`config.mk`:
```
export PLATFORM = sky130hd
export DESIGN_NAME = full_adder_4bits
export DESIGN_NICKNAME = d
export VERILOG_FILES = /design/src/rtl/full_adder_4bits.sv
export SDC_FILE = /design/constraint.sdc
export NUM_CORES = 1
export LEC_CHECK = 0
export BUFFER_PORTS_ARGS = -buffer_cell sky130_fd_sc_hd__buf_2
export CAP_MARGIN = 30
export CORE_AREA = 2 2 39 41
export DETAILED_ROUTE_END_ITERATION = 10
export DIE_AREA = 0 0 41 43
export PLACE_DENSITY = 0.56
export RECOVER_POWER = 100
export SLEW_MARGIN = 30
export SYNTH_ARGS = -nofsm -noshare
export SYNTH_HDL_FRONTEND = slang
export SYNTH_SLANG_ARGS = --single-unit
```
`constraint.sdc`:
```
create_clock -name clock -period 2.1 [get_ports clock]
set_clock_uncertainty 0.15 [all_clocks]
set_input_delay 0.105 -clock clock [delete_from_list [all_inputs] [get_ports clock]]
set_output_delay 0.105 -clock clock [all_outputs]
set_load 0.02 [all_outputs]
```
`src/rtl/full_adder_4bits.sv`:
```
// Registered ripple-carry adder: {cout, sum} = inA + inB + cin, one-cycle latency.
// Ports: clock, reset (sync, active-low), inA/inB/cin/in_valid in; sum/cout/overflow/out_valid out.

// Single-bit full-adder cell; the ripple chain is built from one per bit.
module full_adder_cell (
    input  logic a_i,
    input  logic b_i,
    input  logic c_i,
    output logic s_o,
    output logic c_o
);

    logic p;

    // Propagate term is shared by the sum and the carry.
    assign p   = a_i ^ b_i;
    assign s_o = p ^ c_i;
    assign c_o = (a_i & b_i) | (c_i & p);

endmodule

module full_adder_4bits #(
    parameter int unsigned WIDTH = 4
) (
    input  logic             clock,
    input  logic             reset,
    input  logic [WIDTH-1:0] inA,
    input  logic [WIDTH-1:0] inB,
    input  logic             cin,
    input  logic             in_valid,
    output logic [WIDTH-1:0] sum,
    output logic             cout,
    output logic             overflow,
    output logic             out_valid
);

    // c[i] is the carry into bit i; c[WIDTH] is the carry out of the MSB.
    logic [WIDTH:0]   c;
    logic [WIDTH-1:0] s;

    logic [WIDTH-1:0] sum_d;
    logic [WIDTH-1:0] sum_q;
    logic             cout_d;
    logic             cout_q;
    logic             ovf_d;
    logic             ovf_q;
    logic             vld_d;
    logic             vld_q;

    assign c[0] = cin;

    for (genvar i = 0; i < WIDTH; i++) begin : g_bit
        full_adder_cell u_cell (
            .a_i (inA[i]),
            .b_i (inB[i]),
            .c_i (c[i]),
            .s_o (s[i]),
            .c_o (c[i+1])
        );
    end

    // Hold the previous result when no operands arrive; valid drops.
    always_comb begin
        sum_d  = sum_q;
        cout_d = cout_q;
        ovf_d  = ovf_q;
        vld_d  = in_valid;
        if (in_valid) begin
            sum_d  = s;
            cout_d = c[WIDTH];
            // Signed overflow: carry into MSB disagrees with carry out.
            ovf_d  = c[WIDTH] ^ c[WIDTH-1];
        end
    end

    // Reset wins over a capture on the same edge, discarding that result.
    always_ff @(posedge clock) begin
        if (!reset) begin
            sum_q  <= '0;
            cout_q <= 1'b0;
            ovf_q  <= 1'b0;
            vld_q  <= 1'b0;
        end else begin
            sum_q  <= sum_d;
            cout_q <= cout_d;
            ovf_q  <= ovf_d;
            vld_q  <= vld_d;
        end
    end

    assign sum       = sum_q;
    assign cout      = cout_q;
    assign overflow  = ovf_q;
    assign out_valid = vld_q;

endmodule

```
==> impl_metrics.toml <==
[timing]
hold_violations = 0
drv_slew = 0
fin_crit_sh_pct = 90.7
slew-limit-headroom_pct = 69.3
final-setup-viol-count = 0
fin_ws_ns = 0.195
rsz0062_at_grt = "no"
max_freq_ghz = 0.525
timing.final.crit_period_ns = 1.91
setup-tns-final_ns = 0
timing.hold.ws_ns = 0.0151
tightestPinTransition_ns = 0.461

[synth]
ys_seq_area_share_pct = 38.5
netlist_area_um2 = 364
synth_cell_types = 11
syn-num-nets = 49
ys_ff_latch = 7
yosysWarningCount = 0
synth_area_per_cell_um2 = 11.0
syn_inst = 33

[critical_path]
crit_path_cell_trace = "clkbuf_1 > fa_1 > inv_1 > fa_1 > inv_1 > fa_1 > inv_1 > fa_1 > nand2_1 > o211a_1"
cp_top_family = "adder cells"
max_stage_delay_ns = 0.41
path_class = "input port to flip-flop"
cp.buffers_inverters = 4
crit_path_max_fanout = 2
startpoint_type = "input port"
end_kind = "flip-flop"
worstPathRequired_ns = 2.15
path_common_cell = "fa_1"
cpMaxStageDelayCell = "fa_1"
worstPathArrival_ns = 1.95

[routing]
first_iter_violations = 2
ant_nets = 0
dr.pass1.iters = 3
drt_wl_total_um = 633
vias = 293
viasPerCell = 4.13
wl_per_cell_um = 8.92
drc = 0

[floorplan]
dieArea_um2 = 1760
die_x_um = 41
die_y_um = 43
start_util_pct = 26.3
num_rows = 14
ios = 19
core-area_um2 = 1380

[flow_run]
cap_violations = 0

[global_route]
grt.busiest_layer = "met2"
use_met3_pct = 7.85
grt_util_all_layers_pct = 8.27
grt_pass1_vias = 243
overflow = 0
grt_use_met2_pct = 11.6
antenna_found_initial = 0
grt_max_degree = 11
grt_first_pass_wirelength_um = 938
use_met1_pct = 8.82

[cells_and_area]
finish.net_count = 72
final_cell_mix = "clkbuf_1, buf_2, inv_1, dfxtp_1, fa_1"
final_common_cell = "clkbuf_1"
drive_above_1_share_pct = 25.5
syn2layout_area_growth_pct = 33.3
antenna_cells = 0
finish.utilization_pct = 35.1

[pwr]
leakagePower_nw = 0.255
p_per_area_nw_per_um2 = 734
peakVddDrop_v = 0.000287

[placement]
io_buffers = 18
place_ws_ns = -0.102
hpwl_um = 518
place.gp.congestion = 0.633

[clock_network]
cts_tree = "built"
clockBufferDepth = 2
cts_htree_levels = 1
cts_buffers = 3
clk-insertion-delay-late_ns = 0.25
cts_sinks = 7
cts_setup_buffers = 0
hold_buffers = 0
root_buffer = "clkbuf_4"
cts_resized = 0
clkTransAtPathRegs_ns = 0.05

[run_status]
status = "finished clean"

[min_path]
hold_class = "input port to flip-flop"
state kept, by name, indices dropped and copies added (netlist names):
| signal | cells |
|---|---|
| overflow | 1 |
| cout | 1 |
| out_valid | 1 |
| sum | 4 |
where the power goes:
part           total, mW  switching (mW)  internal (mW)
sequential         0.150         0.00511          0.145
clock              0.123          0.0509         0.0726
combinational     0.0825          0.0458         0.0366
final timing paths:
path,end,slack [ns],cells after the start,from
setup / recovery,sum[3]$_SDFFE_PN0P_,0.19,10,inA[0]
hold / removal,sum[1]$_SDFFE_PN0P_,0.02,2,reset
setup reg to reg,overflow$_SDFFE_PN0P_,1.18,2,overflow$_SDFFE_PN0P_
hold reg to reg,cout$_SDFFE_PN0P_,0.33,1,cout$_SDFFE_PN0P_
cell type report:
cell class / count / area (um2)
inverter: 7 / 26.3
sequential: 7 / 140
multi-input combinational: 18 / 186
fill: 161 / 898
tap: 16 / 20.0
clock buffer: 4 / 26.3
timing repair buffer: 19 / 86.3
per-stage QoR:
step           std cells  power [mW]  instance area, um2
6_report              71       0.356                 485
3_3_place_gp          67       0.240                 470
3_5_place_dp          67       0.241                 470
5_1_grt               71       0.382                 485
2_1_floorplan         33       0.209                 364
4_1_cts               71       0.368                 497
cell families (layout without fill, tap and decap cells):
logic type / count (synthesis) / after routing / synth area share, %
DFF: 7 / 7 / 38.5
AOI/OAI and AO/OA: 4 / 4 / 10.7
xor gates and xnor gates: 1 / 1 / 2.41
buffers and inverters: 8 / 30 / 10.3
muxes: 2 / 2 / 5.50
and+or+nand+nor: 7 / 7 / 10.7
adders and majority gates: 4 / 4 / 22.0
metal layers:
metal	vias to the layer above	wire length, um
met5	-	0
met2	9	310
met4	0	0
li1	145	-
met1	139	277
met3	0	44
synth_stat cells:
library cell	n	area share, %
a22o_1	1	2.4
dfxtp_1	7	38
nor2b_1	3	5.2
xnor2_1	1	2.4
o211a_1	3	8.2
and2_4	1	2.4
fa_1	4	22
nand2_1	3	3.1
mux2i_1	2	5.5
buf_6	1	3.1
inv_1	7	7.2
No activity file was read; power rests on OpenSTA's default activity.
